==> src/rtl/stress_eval.sv <==
// ---------------------------------------------------------------------------
// stress_eval
//
// N-channel stress evaluator. Every enabled channel averages a window of
// 2^WIN_LOG2 valid samples and compares that average with the previous
// window's average, classifying the channel as fallen, equal or risen. The
// per-channel verdicts are combined (OR or AND over enabled channels) into
// the gedaald / gelijk / gestegen flags used by the rocking-control FSM.
//
// Parameters
//   N_CH      number of sensor channels (1..8)
//   DATA_W    unsigned sample width per channel
//   WIN_LOG2  window length is 2^WIN_LOG2 valid samples (0..6)
//   TOL       dead band: |avg - prev| <= TOL counts as equal
//
// Ports
//   clk       rising-edge system clock
//   reset     synchronous, active-high reset
//   ch_data   packed samples, channel i at [i*DATA_W +: DATA_W]
//   ch_valid  per-channel one-cycle sample strobe
//   ch_mask   channel enable; 0 excludes the channel and clears its state
//   mode_and  0 = any enabled channel (OR), 1 = all enabled channels (AND)
//   ch_down   per-channel "last window fell by more than TOL"
//   ch_same   per-channel "last window stayed within +/-TOL"
//   ch_up     per-channel "last window rose by more than TOL"
//   gedaald   combined fallen flag
//   gelijk    combined equal flag
//   gestegen  combined risen flag
//   upd       one-cycle pulse: at least one channel produced a new verdict
//
// Handshake: a sample is consumed in every cycle where ch_valid[i] and
// ch_mask[i] are both high; there is no back-pressure, so a new sample may
// arrive every cycle. Verdict flags and upd appear one cycle after the
// completing sample is accepted.
// ---------------------------------------------------------------------------
module stress_eval #(
    parameter int N_CH     = 2,
    parameter int DATA_W   = 8,
    parameter int WIN_LOG2 = 2,
    parameter int TOL      = 2
) (
    input  logic                     clk,
    input  logic                     reset,
    input  logic [N_CH*DATA_W-1:0]   ch_data,
    input  logic [N_CH-1:0]          ch_valid,
    input  logic [N_CH-1:0]          ch_mask,
    input  logic                     mode_and,
    output logic [N_CH-1:0]          ch_down,
    output logic [N_CH-1:0]          ch_same,
    output logic [N_CH-1:0]          ch_up,
    output logic                     gedaald,
    output logic                     gelijk,
    output logic                     gestegen,
    output logic                     upd
);

    localparam int ACC_W = DATA_W + WIN_LOG2;
    // A window of one sample still needs a 1-bit counter; it simply never
    // leaves 0, so every valid sample completes a window.
    localparam int CNT_W = (WIN_LOG2 > 0) ? WIN_LOG2 : 1;
    localparam logic [CNT_W-1:0] CNT_LAST = CNT_W'((1 << WIN_LOG2) - 1);
    localparam logic [DATA_W:0]  TOL_X    = (DATA_W + 1)'(TOL);

    typedef enum logic {
        BASE = 1'b0,  // collecting the baseline window, no verdict yet
        RUN  = 1'b1   // every completed window produces a verdict
    } state_t;

    // Per-channel FSM state, visible to checkers bound to this module.
    state_t              state_q [N_CH];
    state_t              state_d [N_CH];
    logic [ACC_W-1:0]    acc_q   [N_CH];
    logic [ACC_W-1:0]    acc_d   [N_CH];
    logic [CNT_W-1:0]    cnt_q   [N_CH];
    logic [CNT_W-1:0]    cnt_d   [N_CH];
    logic [DATA_W-1:0]   prev_q  [N_CH];
    logic [DATA_W-1:0]   prev_d  [N_CH];

    logic [N_CH-1:0]     down_d;
    logic [N_CH-1:0]     same_d;
    logic [N_CH-1:0]     up_d;
    logic [N_CH-1:0]     verdict;
    logic                any_en;
    logic                gedaald_d;
    logic                gelijk_d;
    logic                gestegen_d;

    always_comb begin
        logic [DATA_W-1:0] sample;
        logic [ACC_W-1:0]  sum;
        logic [DATA_W-1:0] avg;
        logic [DATA_W:0]   a_x;
        logic [DATA_W:0]   p_x;

        down_d  = ch_down;
        same_d  = ch_same;
        up_d    = ch_up;
        verdict = '0;
        sample  = '0;
        sum     = '0;
        avg     = '0;
        a_x     = '0;
        p_x     = '0;

        for (int i = 0; i < N_CH; i++) begin
            state_d[i] = state_q[i];
            acc_d[i]   = acc_q[i];
            cnt_d[i]   = cnt_q[i];
            prev_d[i]  = prev_q[i];

            sample = ch_data[i*DATA_W +: DATA_W];
            sum    = acc_q[i] + ACC_W'(sample);
            avg    = DATA_W'(sum >> WIN_LOG2);
            // One extra bit so avg+TOL and prev+TOL cannot wrap.
            a_x    = {1'b0, avg};
            p_x    = {1'b0, prev_q[i]};

            if (!ch_mask[i]) begin
                // prev is left stale: BASE rewrites it before any compare.
                state_d[i] = BASE;
                acc_d[i]   = '0;
                cnt_d[i]   = '0;
                down_d[i]  = 1'b0;
                same_d[i]  = 1'b0;
                up_d[i]    = 1'b0;
            end else if (ch_valid[i]) begin
                if (cnt_q[i] == CNT_LAST) begin
                    // Window complete: restart accumulation in this very
                    // cycle so back-to-back samples lose nothing.
                    acc_d[i]  = '0;
                    cnt_d[i]  = '0;
                    prev_d[i] = avg;
                    case (state_q[i])
                        BASE: state_d[i] = RUN;
                        RUN: begin
                            verdict[i] = 1'b1;
                            down_d[i]  = (a_x + TOL_X) < p_x;
                            up_d[i]    = a_x > (p_x + TOL_X);
                            same_d[i]  = !((a_x + TOL_X) < p_x) && !(a_x > (p_x + TOL_X));
                        end
                        default: state_d[i] = BASE;
                    endcase
                end else begin
                    acc_d[i] = sum;
                    cnt_d[i] = cnt_q[i] + CNT_W'(1);
                end
            end
        end

        // Masked channels already have zero next-state flags, so the OR form
        // needs no masking; the AND form treats disabled channels as "don't
        // care", and an empty enable set forces everything low.
        any_en     = |ch_mask;
        gedaald_d  = any_en & (mode_and ? &(down_d | ~ch_mask) : |down_d);
        gelijk_d   = any_en & (mode_and ? &(same_d | ~ch_mask) : |same_d);
        gestegen_d = any_en & (mode_and ? &(up_d   | ~ch_mask) : |up_d);
    end

    always_ff @(posedge clk) begin
        if (reset) begin
            for (int i = 0; i < N_CH; i++) begin
                state_q[i] <= BASE;
                acc_q[i]   <= '0;
                cnt_q[i]   <= '0;
                prev_q[i]  <= '0;
            end
            ch_down  <= '0;
            ch_same  <= '0;
            ch_up    <= '0;
            gedaald  <= 1'b0;
            gelijk   <= 1'b0;
            gestegen <= 1'b0;
            upd      <= 1'b0;
        end else begin
            for (int i = 0; i < N_CH; i++) begin
                state_q[i] <= state_d[i];
                acc_q[i]   <= acc_d[i];
                cnt_q[i]   <= cnt_d[i];
                prev_q[i]  <= prev_d[i];
            end
            ch_down  <= down_d;
            ch_same  <= same_d;
            ch_up    <= up_d;
            gedaald  <= gedaald_d;
            gelijk   <= gelijk_d;
            gestegen <= gestegen_d;
            upd      <= |verdict;
        end
    end

endmodule

==> config.mk <==
export PLATFORM = sky130hd
export DESIGN_NAME = stress_eval
export DESIGN_NICKNAME = d
export VERILOG_FILES = /design/src/rtl/stress_eval.sv
export SDC_FILE = /design/constraint.sdc
export NUM_CORES = 1
export LEC_CHECK = 0
export ABC_AREA = 1
export BUFFER_PORTS_ARGS = -buffer_cell sky130_fd_sc_hd__buf_2
export CAP_MARGIN = 20
export CORE_MARGIN = 1
export CORE_UTILIZATION = 55
export CTS_BUF_LIST = sky130_fd_sc_hd__clkbuf_4
export DETAILED_ROUTE_END_ITERATION = 10
export GPL_ROUTABILITY_DRIVEN = 0
export PLACE_DENSITY = 0.74
export SLEW_MARGIN = 0
export SYNTH_ARGS = -nofsm -noshare
export SYNTH_HDL_FRONTEND = slang
export SYNTH_SLANG_ARGS = --single-unit
==> constraint.sdc <==
create_clock -name clk -period 3.9 [get_ports clk]
set_clock_uncertainty 0.2 [all_clocks]
set_input_delay 0.195 -clock clk [delete_from_list [all_inputs] [get_ports clk]]
set_output_delay 0.195 -clock clk [all_outputs]
set_load 0.01 [all_outputs]
==> impl_metrics.toml <==
[outcome]
status = "complete, no violations"

[setup_path]
worstPathMaxFanout = 4
crit_type = "flip-flop to flip-flop"
cp-start-kind = "flip-flop"
r2r_slack_ns = 0.19
arrival_ns = 3.82
crit_start = "acc_q[0][10]"
ff2ff_path_depth = 26
r2r_end = "gelijk"
crit_buf_inv = 3
r2r_start = "acc_q[0][10]"
critPathSlowestCell = "fa_2"
worstSetupEndpointType = "flip-flop"
path_common_cell = "nand2_1"
cp_data_required_time_ns = 4.01
cpLargestDelayFamily = "simple AND/OR/NAND/NOR gates"
cpPeakStageDelay_ns = 0.41

[grt]
grt_pass1_wl_um = 15750
grtUsageTotal_pct = 25.81
grt_pass1_vias = 3613
grt_max_degree = 17
grt-ovfl-total = 0
antenna_found_initial = 0

[logic_synthesis]
synth_commonest_cells = "nand2_1 (176), inv_1 (105), a21oi_1 (60), dfxtp_1 (52), ha_1 (50)"
syn_inst = 620
synthArstFlopShare_pct = 0
syn-num-nets = 695
ys_ff_latch = 52
yosysWarnings = 0
synth_area_leaders = "dfxtp_1 (26%), nand2_1 (16%), ha_1 (15%)"
synth_area_sq_mm = 0.004048
synth.most_common_cell = "nand2_1"
synth_cell_types = 30
synth_enable_flop_cells = 0
synth_ff_type = "dfxtp_1"
syn_avg_cell_area_sq_um = 6.528
synth_top_area_share_pct = 25.72
yosysTopAreaCell = "dfxtp_1"
ys_seq_area_share_pct = 25.72

[floorplanning]
die_w_um = 87.79
start_util_pct = 58.29
rows = 30
fp.dieH_um = 87.79
coreArea_sq_mm = 0.006944
die-area_sq_mm = 0.007706
ios = 33

[worst_hold_path]
hold_end = "acc_q[0][1]"
hp-start = "ch_data[1]"
min-delay-path-class = "input pin to flip-flop"
hold_depth = 4

[final_layout]
drive_above_1_share_pct = 12.41
fin_util_pct = 66.16
final_nets = 743
fill_cells = 646
area_growth_pct = 13.51
fin_cells = 765
antenna_cells = 0

[sta]
worstMarginPinSlew_ns = 0.8562
drv_slew = 0
setup_violations = 0
fin_crit_ns = 3.712
hold_viol = 0
fin_crit_sh_pct = 95.19
whs_ns = 0.08109
setup_tns_ns = 0
setup_ws_ns = 0.1876
relSlewSlack_pct = 42.71
max_freq_ghz = 0.2694

[detailed_routing]
antenna_left = 0
drt_iter0_markers = 153
routedWlPerCell_um = 12.52
dr.pass1.iters = 5
vias = 4003
drt_wl_total_um = 9578
avgViaCountPerCell = 5.233
drt_drc_violations_left = 0

[clock_network]
clk_pin_slew_worst_paths_ns = 0.16
clkLatencyLatePin_ns = 0.39
htreeDepth = 2
numCtsBuffers = 5
numClockSinks = 52
cts-root-buf = "clkbuf_4"
clock_path_buffers = 2
cts_tree = "done"

[placed_design]
pre_cts_ws_ns = 0.02165
dpl.cell_count = 743
dp_hpwl_um = 7268
port_buffers = 32

[power]
cellLeakagePower_nw = 2.406
p_per_area_mw_per_mm2 = 262.3
vdd_drop_max_uv = 169.7

[job]
maxCapViolCount = 0
==> through the flow <==
stage	power [mW]	cell area, sq um
floorplan	0.8191	4048
global placement	0.8948	4320
detailed placement	0.9082	4320
CTS	1.179	4462
global route	1.284	4594
finish	1.205	4594
==> layout by cell type (no fill, tap or decap), types with 4 or more instances in the layout <==
cell type and n:
dfxtp_1 50, nand2_1 173, clkbuf_4 6, nand4_1 9
dlygate4sd3_1 8, o21ai_0 22, nor2_1 41, inv_1 103
nand3_2 4, buf_2 32, buf_4 9, ha_1 46
nand3_1 38, a21oi_1 58, nand2_2 6, xor2_1 18
nor3_1 4
==> metal layers <==
layer	global-route usage (%)	share of wire, %	vias to the layer above
met5	0	0	-
met4	7.601	1.2	0
met3	3.110	4.5	12
met2	41.16	44	102
met1	36.46	50	1811
li1	-	-	2078
==> power breakdown <==
group          internal, mW  total (mW)  switching, mW
Clock                0.0792       0.272          0.193
Sequential            0.542       0.549        0.00663
Combinational         0.150       0.384          0.235
Total                 0.771        1.21          0.434
==> tightest hold or removal path: stages <==
cell	delay, ns
buf_2	0.10
fa_2	0.19
nand2_1	0.06
a21oi_1	0.11
==> repair_timing <==
action                                  4_1_cts  5_1_grt
endpoints found under the setup margin        0        6
setup buffers                                 0        6
gates resized for setup                       0       26
endpoints found under the hold margin        13        0
hold buffers                                  8        0
==> sequential cells by signal (all words and copies together) (netlist names) <==
name      count
upd           1
prev_q       16
gelijk        1
ch_same       2
ch_up         2
ch_down       2
state_q       2
acc_q        20
gestegen      1
cnt_q         4
gedaald       1
==> how the worst max path moves through the flow <==
stage | endpoint | slack [ns] | depth (start not counted)
after detailed placement | gedaald | 0.02 | 27
final | gelijk | 0.19 | 26
after floorplan | gelijk | 0.39 | 29
after global routing | gedaald | -0.02 | 25
after global placement | gelijk | 0.17 | 30
after CTS | gedaald | 0.02 | 26
==> final cells by class <==
| class | count | area [sq um] | share of cell area, % |
|---|---|---|---|
| clock buffer | 6 | 45.04 | 0.9804 |
| clock inverter | 2 | 16.27 | 0.3540 |
| multi-input combinational | 454 | 2664 | 57.98 |
| tap | 96 | 120.1 | 2.614 |
| timing repair buffer | 49 | 307.8 | 6.699 |
| sequential | 52 | 1044 | 22.71 |
| inverter | 106 | 397.9 | 8.660 |
==> kinds of logic after synthesis <==
family / after synthesis / share of synthesized area [%]
simple gates: 283 / 29.21
buf+inv: 114 / 10.57
xor+xnor: 24 / 5.657
compound gates: 95 / 12.40
fa+ha+maj: 52 / 16.45
flops: 52 / 25.72
Note: power is estimated with default switching activity, not from simulation.
